<file path="src/rtl/uart_cmd_pkg.sv">
// Shared constants, FSM encoding and case-folding helper for the UART command decoder.
package uart_cmd_pkg;

   localparam int BYTE_W = 8;

   localparam logic [7:0] CH_R   = 8'h52;
   localparam logic [7:0] CH_S   = 8'h53;
   localparam logic [7:0] CH_C   = 8'h43;
   localparam logic [7:0] CH_L   = 8'h4C;
   localparam logic [7:0] CH_U   = 8'h55;
   localparam logic [7:0] CH_D   = 8'h44;
   localparam logic [7:0] CH_M   = 8'h4D;
   localparam logic [7:0] CH_NAK = 8'h3F;

   localparam logic MODE_STOPWATCH = 1'b0;
   localparam logic MODE_WATCH     = 1'b1;

   typedef enum logic [1:0] {
      IDLE   = 2'd0,
      DECODE = 2'd1,
      ACK    = 2'd2
   } cmd_state_t;

   // Lower-case ASCII letters map onto their upper-case commands.
   function automatic logic [7:0] fold_case(input logic [7:0] b);
      return ((b >= 8'h61) && (b <= 8'h7A)) ? (b - 8'h20) : b;
   endfunction

endpackage

</file>
<file path="src/rtl/cmd_fifo.sv">
// Byte FIFO with first-word fall-through head; pointers carry an extra wrap bit.
module cmd_fifo
   import uart_cmd_pkg::*;
#(
   parameter int DEPTH = 4
) (
   input  logic              clk,
   input  logic              reset,
   input  logic              push,
   input  logic              pop,
   input  logic [BYTE_W-1:0] din,
   output logic [BYTE_W-1:0] dout,
   output logic              full,
   output logic              empty
);

   localparam int AW = $clog2(DEPTH);

   logic [AW:0]       wr_ptr;
   logic [AW:0]       rd_ptr;
   logic [BYTE_W-1:0] mem [DEPTH];
   logic              do_push;
   logic              do_pop;

   assign full    = (wr_ptr[AW] != rd_ptr[AW]) && (wr_ptr[AW-1:0] == rd_ptr[AW-1:0]);
   assign empty   = (wr_ptr == rd_ptr);
   assign do_push = push && !full;
   assign do_pop  = pop && !empty;
   assign dout    = mem[rd_ptr[AW-1:0]];

   always_ff @(posedge clk or posedge reset) begin
      if (reset) begin
         wr_ptr <= '0;
         rd_ptr <= '0;
      end else begin
         if (do_push) wr_ptr <= wr_ptr + {{AW{1'b0}}, 1'b1};
         if (do_pop)  rd_ptr <= rd_ptr + {{AW{1'b0}}, 1'b1};
      end
   end

   // Storage needs no reset: contents are meaningless while the pointers say empty.
   always_ff @(posedge clk) begin
      if (do_push) mem[wr_ptr[AW-1:0]] <= din;
   end

endmodule

</file>
<file path="src/rtl/uart_cmd_decoder.sv">
// Turns received UART bytes into one-cycle control strobes and an ASCII acknowledgement,
// tracking the stopwatch/watch mode toggled by 'M'.
module uart_cmd_decoder
   import uart_cmd_pkg::*;
#(
   parameter int FIFO_DEPTH = 4,
   parameter bit ECHO_EN    = 1'b1
) (
   input  logic              clk,
   input  logic              reset,
   input  logic [BYTE_W-1:0] rx_data,
   input  logic              rx_valid,
   output logic              o_uart_start,
   output logic              o_uart_stop,
   output logic              o_uart_clear,
   output logic              o_uart_left,
   output logic              o_uart_right,
   output logic              o_uart_up,
   output logic              o_uart_down,
   output logic              o_mode,
   output logic [BYTE_W-1:0] tx_data,
   output logic              tx_valid,
   input  logic              tx_ready,
   output logic              o_drop,
   output cmd_state_t        fsm_state
);

   cmd_state_t        state;
   cmd_state_t        state_nxt;
   logic [BYTE_W-1:0] cmd_reg;
   logic [BYTE_W-1:0] ack_byte;
   logic [BYTE_W-1:0] fifo_dout;
   logic              fifo_full;
   logic              fifo_empty;
   logic              fifo_pop;
   logic              hit_start, hit_stop, hit_clear;
   logic              hit_left, hit_right, hit_up, hit_down;
   logic              in_decode;

   cmd_fifo #(.DEPTH(FIFO_DEPTH)) u_fifo (
      .clk   (clk),
      .reset (reset),
      .push  (rx_valid),
      .pop   (fifo_pop),
      .din   (rx_data),
      .dout  (fifo_dout),
      .full  (fifo_full),
      .empty (fifo_empty)
   );

   // A byte arriving while full is lost even if a pop frees a slot this cycle.
   assign o_drop    = rx_valid && fifo_full;
   assign fifo_pop  = (state == IDLE) && !fifo_empty;
   assign in_decode = (state == DECODE);
   assign fsm_state = state;

   // TX handshake: tx_valid is high throughout ACK with tx_data frozen; the byte is
   // taken in the cycle where tx_valid && tx_ready, and the FSM leaves ACK on that edge.
   assign tx_valid = (state == ACK);

   always_ff @(posedge clk or posedge reset) begin
      if (reset) begin
         state   <= IDLE;
         cmd_reg <= '0;
         o_mode  <= MODE_STOPWATCH;
         tx_data <= '0;
      end else begin
         state <= state_nxt;
         if (fifo_pop) cmd_reg <= fold_case(fifo_dout);
         if (in_decode) begin
            tx_data <= ack_byte;
            if (cmd_reg == CH_M) o_mode <= ~o_mode;
         end
      end
   end

   always_comb begin
      state_nxt = state;
      case (state)
         IDLE:    if (!fifo_empty) state_nxt = DECODE;
         DECODE:  state_nxt = ECHO_EN ? ACK : IDLE;
         ACK:     if (tx_ready) state_nxt = IDLE;
         default: state_nxt = IDLE;
      endcase
   end

   always_comb begin
      hit_start = 1'b0;
      hit_stop  = 1'b0;
      hit_clear = 1'b0;
      hit_left  = 1'b0;
      hit_right = 1'b0;
      hit_up    = 1'b0;
      hit_down  = 1'b0;
      ack_byte  = CH_NAK;
      if (cmd_reg == CH_M) begin
         ack_byte = CH_M;
      end else if (o_mode == MODE_STOPWATCH) begin
         case (cmd_reg)
            CH_R:    begin hit_start = 1'b1; ack_byte = CH_R; end
            CH_S:    begin hit_stop  = 1'b1; ack_byte = CH_S; end
            CH_C:    begin hit_clear = 1'b1; ack_byte = CH_C; end
            default: ack_byte = CH_NAK;
         endcase
      end else begin
         case (cmd_reg)
            CH_L:    begin hit_left  = 1'b1; ack_byte = CH_L; end
            CH_R:    begin hit_right = 1'b1; ack_byte = CH_R; end
            CH_U:    begin hit_up    = 1'b1; ack_byte = CH_U; end
            CH_D:    begin hit_down  = 1'b1; ack_byte = CH_D; end
            default: ack_byte = CH_NAK;
         endcase
      end
   end

   // Strobes are qualified by DECODE so they vanish with an asynchronous reset.
   assign o_uart_start = in_decode && hit_start;
   assign o_uart_stop  = in_decode && hit_stop;
   assign o_uart_clear = in_decode && hit_clear;
   assign o_uart_left  = in_decode && hit_left;
   assign o_uart_right = in_decode && hit_right;
   assign o_uart_up    = in_decode && hit_up;
   assign o_uart_down  = in_decode && hit_down;

endmodule
</file>
<file path="config.mk">
export PLATFORM = sky130hd
export DESIGN_NAME = uart_cmd_decoder
export DESIGN_NICKNAME = d
export VERILOG_FILES = /design/src/rtl/uart_cmd_pkg.sv /design/src/rtl/cmd_fifo.sv /design/src/rtl/uart_cmd_decoder.sv
export SDC_FILE = /design/constraint.sdc
export NUM_CORES = 1
export LEC_CHECK = 0
export ABC_CLOCK_PERIOD_IN_PS = 7100
export CORE_MARGIN = 2
export CORE_UTILIZATION = 45
export CTS_CLUSTER_DIAMETER = 120
export CTS_CLUSTER_SIZE = 8
export DETAILED_ROUTE_END_ITERATION = 8
export DONT_BUFFER_PORTS = 1
export PLACE_DENSITY = 0.67
export SLEW_MARGIN = 10
export SYNTH_ARGS = -nofsm -noshare
export SYNTH_HDL_FRONTEND = slang
export SYNTH_HIERARCHICAL = 1
export SYNTH_SLANG_ARGS = --single-unit
</file>
<file path="constraint.sdc">
create_clock -name clk -period 7.1 [get_ports clk]
set_input_delay 0.71 -clock clk [delete_from_list [all_inputs] [get_ports clk]]
set_output_delay 0.71 -clock clk [all_outputs]
set_load 0.01 [all_outputs]
</file>
==> impl_metrics.json, run 1 <==
{
  "status": "completed",
  "grt-ovfl-total": 0,
  "port_buffers": 0,
  "synth_top_area_share_pct": 35.1,
  "clkSlewWorstSetupHoldPaths_ps": 100,
  "synth-edff-count": 32,
  "slew-limit-headroom_pct": 37.5,
  "num_rows": 28,
  "die_w_um": 82.0,
  "hold_viol_final": 0,
  "vias_per_cell": 5.69,
  "async_flop_share_pct": 42.9,
  "die_height_um": 82.0,
  "synth_fa_ha_area_share_pct": 2.74,
  "setup_violations": 0,
  "yosys-top-cells-area": "edfxtp_1 35%, dfrtp_1 22%, mux4_1 7.7%",
  "synth_top_area_cell": "edfxtp_1",
  "final_common_cell": "edfxtp_1",
  "synth-xor-area-share_pct": 4.02,
  "synth_area_per_cell_um2": 14.0,
  "mostFrequentLayoutCells": "32 x edfxtp_1, 24 x dfrtp_1, 12 x inv_1, 11 x nand2_1, 8 x mux4_1",
  "setup_tns_ps": 0,
  "largest_reg_flops": 32,
  "ys_types": 57,
  "grt_usage_pct": 15.7,
  "crit_required_ps": 6390,
  "cap_violations": 0,
  "layout_setup_ws_ps": 4410,
  "max_stage_delay_ps": 550,
  "cp.depth": 4,
  "drtIter0Drc": 62,
  "arrival_ps": 1980,
  "clk_path_buf_depth": 2,
  "finalNetCount": 214,
  "yosys_warnings": 6,
  "synth_compound_area_share_pct": 10.7,
  "antenna_found_initial": 0,
  "htreeDepth": 2,
  "rr_worst_depth": 5,
  "crit_path_max_fanout": 4,
  "synth_ff_type": "edfxtp_1",
  "synthMuxAreaShare_pct": 10.1,
  "maxSlewViolCount": 0,
  "vias": 1548,
  "skew_ps": 13.3,
  "worst-path-buf-inv": 0,
  "post_cts.repair.setup_buffers": 0,
  "fmax_ghz": 0.371,
  "ant_nets": 0,
  "firstDrtPassIters": 4,
  "nFillCells": 523,
  "drt-wirelength-per-cell_um": 17.4,
  "post-route-min-period_ps": 2690,
  "drive_gt1_share_pct": 15.2,
  "post_cts_resized": 0,
  "grt_pass1_wl_mm": 7.75,
  "final_cell_area_um2": 2890,
  "p_leak_uw": 0.00106,
  "grt_pass1_vias": 1566,
  "routed_wl_mm": 4.73,
  "hold_buffers": 0,
  "cp_cell_sequence": "or3b_2, nor2_1, nand2_1, nor4_1",
  "synth.cell_area_um2": 2740,
  "dpl_worst_slack_ps": 4440,
  "cp-start-kind": "register",
  "timing.hold.ws_ps": 195,
  "critPathTopFamily": "simple AND/OR/NAND/NOR gates",
  "initial_utilization_pct": 46.5,
  "worstSetupPathType": "reg -> out",
  "io_pins": 32,
  "syn_nets": 214,
  "core_area_um2": 5890,
  "place_area_um2": 2790,
  "grt_start_max_net_pins": 21,
  "yosysSeqAreaShare_pct": 57.0,
  "ir_drop_mv": 0.182,
  "cpMaxStageDelayCell": "or3b_2",
  "synth_top_family_by_area": "simple AND/OR/NAND/NOR gates",
  "tightest_slew_ps": 933,
  "hp-class": "in -> async",
  "clkLatencyLatePin_ps": 320,
  "dp_hpwl_mm": 3.27,
  "end_kind": "output port",
  "ys_ff_latch": 56,
  "final_core_util_pct": 49.1,
  "die_area_um2": 6720,
  "synth-simple-area-share_pct": 11.9,
  "cts_buffers": 5,
  "routabilityCongestion": 0.768,
  "period_share_pct": 38.0,
  "drc": 0,
  "cts_tree": "built",
  "powerDensity_nw_per_um2": 443,
  "cts_root_buf": "clkbuf_8",
  "synthCells": 196,
  "n_antenna_cell": 0,
  "rsz0062_at_grt": "false",
  "area_growth_pct": 5.53,
  "cts.sinks": 56
}
-- cells by family after synthesis --
kind of cell | after synthesis
AOI/OAI and AO/OA | 39
xor gates and xnor gates | 10
muxes | 14
buffers and inverters | 19
and+or+nand+nor | 51
other | 1
DFF | 56
adders and majority gates | 6
-- path summary, 6_finish.rpt --
check                                      start               end  slack [ps]
worst max-delay path                  cmd_reg[5]       o_uart_down        4410
worst min-delay path                       reset  u_fifo/wr_ptr[0]         200
worst max register to register  u_fifo/rd_ptr[0]        cmd_reg[7]        4430
worst min register to register        tx_data[2]        tx_data[2]         570
max in group asynchronous                  reset      fsm_state[1]        6280
min in group clk                      rx_data[2]  u_fifo/mem[3][2]         480
-- worst register-to-register path, delay by kind of cell, from the launching register on --
| kind | cells | cell delay, ps |
|---|---|---|
| AO/OA/AOI/OAI | 1 | 210 |
| XOR/XNOR | 1 | 320 |
| AND/OR/NAND/NOR | 2 | 850 |
| flip-flops | 1 | 770 |
| multiplexers | 1 | 410 |
-- cell usage after synthesis, types with 2 or more instances --
master,instances
a21oi_1,7
xor2_1,2
edfxtp_1,32
xor2_2,2
nand2_1,11
a31o_2,2
nor3_1,8
nor4_1,2
xnor2_1,5
o22ai_1,3
nand2b_1,7
mux4_1,8
a32o_1,2
o21ai_0,6
dfrtp_1,24
nor2_1,2
buf_2,3
inv_1,12
mux2_2,5
and3_1,5
a31oi_1,2
ha_1,6
buf_4,2
o31ai_1,5
-- per-layer routing --
layer	track usage, %	up-vias	part of all wire [%]
met5	0	-	0
met1	20.4	765	45
met3	5.05	2	5.3
met2	25.3	35	49
met4	4.50	0	0.57
li1	-	746	-
-- per-stage QoR --
| stage | cells | total power (µW) |
|---|---|---|
| floorplan | 196 | 1000 |
| global placement | 264 | 1090 |
| detailed placement | 264 | 1100 |
| CTS | 272 | 1290 |
| global route | 272 | 1380 |
| finish | 272 | 1280 |
-- final cells by class --
type / count / area (µm²) / area share [%]
Clock buffer: 5 / 68.8 / 2.38
Clock inverter: 3 / 28.8 / 0.996
Inverter: 12 / 45.0 / 1.56
Multi-Input combinational cell: 121 / 1090 / 37.8
Sequential cell: 56 / 1560 / 54.0
Tap cell: 75 / 93.8 / 3.25
-- where the power goes --
part / total, µW / switching [µW] / internal [µW]
registers: 584 / 130 / 454
logic: 509 / 269 / 239
clock network: 188 / 113 / 74.7
Power figures use the tool's default switching activity.
==> inputs of run 2 (changes only) <==
ABC_CLOCK_PERIOD_IN_PS = 2740   (was 7100)
clock period = 2.74 ns   (was 7.1 ns; I/O delays follow)
==> run 2 against run 1 <==
Clock-buffer cell count grew 1; non-clock buffer count up 3; sequential share of layout area shrank 0.30 points; worst hold slack got worse by 140 ps.
==> impl_metrics.json, run 2 (synthesis gave the netlist of run 1 again) <==
{
  "cts_tree": "built",
  "drt-wirelength-per-cell_um": 17.1,
  "final_cell_area_um2": 2910,
  "io_pins": 32,
  "fmax_ghz": 0.434,
  "arrival_ps": 2510,
  "crit_required_ps": 2940,
  "core_area_um2": 5890,
  "dp_hpwl_mm": 3.31,
  "die_w_um": 82.0,
  "busiest_layer": "met2",
  "grt_pass1_wl_mm": 7.64,
  "ir_drop_mv": 0.521,
  "post_cts.repair.setup_buffers": 0,
  "p_leak_uw": 0.00107,
  "powerDensity_nw_per_um2": 1140,
  "rr_worst_depth": 5,
  "grt_start_max_net_pins": 19,
  "cap_violations": 0,
  "routabilityCongestion": 0.775,
  "n_antenna_cell": 0,
  "largest_reg_flops": 32,
  "clk_path_buf_depth": 2,
  "antenna_found_initial": 0,
  "vias_per_cell": 5.74,
  "hold_viol_final": 0,
  "met3_usage_pct": 4.62,
  "crit_path_max_fanout": 6,
  "met2_usage_pct": 23.4,
  "hold_buffers": 1,
  "reg2reg_from": "u_fifo/rd_ptr[0]",
  "num_rows": 28,
  "port_buffers": 0,
  "rsz0062_at_grt": "false",
  "cp-start-kind": "register",
  "initial_utilization_pct": 46.5,
  "cts.sinks": 56,
  "max_stage_delay_ps": 650,
  "cpMaxStageDelayCell": "mux4_1",
  "drtIter0Drc": 94,
  "routed_wl_mm": 4.69,
  "cts_root_buf": "clkbuf_8",
  "final_common_cell": "edfxtp_1",
  "area_growth_pct": 6.12,
  "met1_usage_pct": 21.1,
  "drc": 0,
  "die_height_um": 82.0,
  "worstSetupPathType": "reg -> reg",
  "die_area_um2": 6720,
  "min_path_cells": 0,
  "cp_cell_sequence": "mux4_1, or4_1, o22ai_1, nor4_1, a31o_2",
  "htreeDepth": 2,
  "setup_violations": 0,
  "maxSlewViolCount": 0,
  "r2r-end": "cmd_reg[7]",
  "period_share_pct": 84.1,
  "grt_usage_pct": 15.4,
  "clkSlewWorstSetupHoldPaths_ps": 100,
  "mostFrequentLayoutCells": "32 x edfxtp_1, 24 x dfrtp_1, 12 x inv_1, 11 x nand2_1, 8 x mux4_1",
  "status": "completed",
  "setup_tns_ps": 0,
  "hp-start": "rx_data[4]",
  "cts_buffers": 5,
  "holdPathEnd": "u_fifo/mem[3][4]",
  "ant_nets": 0,
  "hp-class": "in -> reg",
  "end_kind": "register",
  "drive_gt1_share_pct": 15.5,
  "firstDrtPassIters": 4,
  "grt-ovfl-total": 0,
  "tightest_slew_ps": 713,
  "place_area_um2": 2810,
  "slew-limit-headroom_pct": 52.3,
  "grt_pass1_vias": 1567,
  "ff2ff_setup_slack_ps": 440,
  "finalNetCount": 217,
  "skew_ps": 6.10,
  "clkLatencyLatePin_ps": 300,
  "post_cts_resized": 0,
  "vias": 1579,
  "post-route-min-period_ps": 2300
}
run 2: cell types whose count changed in the layout (fill, tap and decap cells not counted), sizes merged:
cell / previous run / this run
inv: 15 / 12
buf: 0 / 2
clkbuf: 5 / 6
clkinv: 0 / 1
clkinvlp: 0 / 1
dlygate4sd3: 0 / 1
run 2: power by group:
group          leakage [µW]  total [µW]  internal (µW)  switching (µW)
registers          0.000578        1490           1180             311
logic              0.000448        1370            646             725
clock network     0.0000414         443            182             261
run 2: final cells by class:
| cell class | count | area [µm²] |
|---|---|---|
| Inverter | 12 | 45.0 |
| Clock inverter | 2 | 16.3 |
| Timing Repair Buffer | 3 | 25.0 |
| Multi-Input combinational cell | 121 | 1090 |
| Sequential cell | 56 | 1560 |
| Fill cell | 520 | 2980 |
| Tap cell | 75 | 93.8 |
| Clock buffer | 6 | 72.6 |
run 2: worst max-delay path, delay by kind of cell, from the launching register on:
family	cells	cell delay, ps
AO/OA/AOI/OAI	2	400
multiplexers	1	650
flip-flops	1	510
AND/OR/NAND/NOR	2	640
run 2: layer usage:
metal / routed length, µm / vias up
met1: 2090 / 779
met3: 280 / 5
met5: 0 / -
met4: 62 / 0
li1: - / 754
met2: 2260 / 41
run 2: worst max path at each step:
stage | depth (start not counted) | slack [ps] | startpoint | to
CTS | 4 | 450 | cmd_reg[5] | o_uart_down
detailed placement | 5 | 470 | u_fifo/rd_ptr[0] | cmd_reg[7]
global placement | 5 | 500 | u_fifo/rd_ptr[0] | cmd_reg[7]
floorplan | 6 | 510 | u_fifo/rd_ptr[0] | cmd_reg[7]
global route | 5 | 300 | u_fifo/rd_ptr[0] | cmd_reg[7]
finish | 5 | 440 | u_fifo/rd_ptr[0] | cmd_reg[7]
run 2: stage by stage:
stage / util, % / setup WS (ps) / std cells / power [µW] / hold slack [ps]
after floorplan: - / 514 / 196 / 2590 / 65.0
final: 49.4 / 436 / 275 / 3300 / 57.0
after global placement: 47.7 / 500 / 266 / 2850 / 104
after detailed placement: 47.7 / 466 / 266 / 2870 / 104
after CTS: 49.4 / 447 / 275 / 3330 / 44.4
after global routing: 49.4 / 302 / 275 / 3570 / 34.9
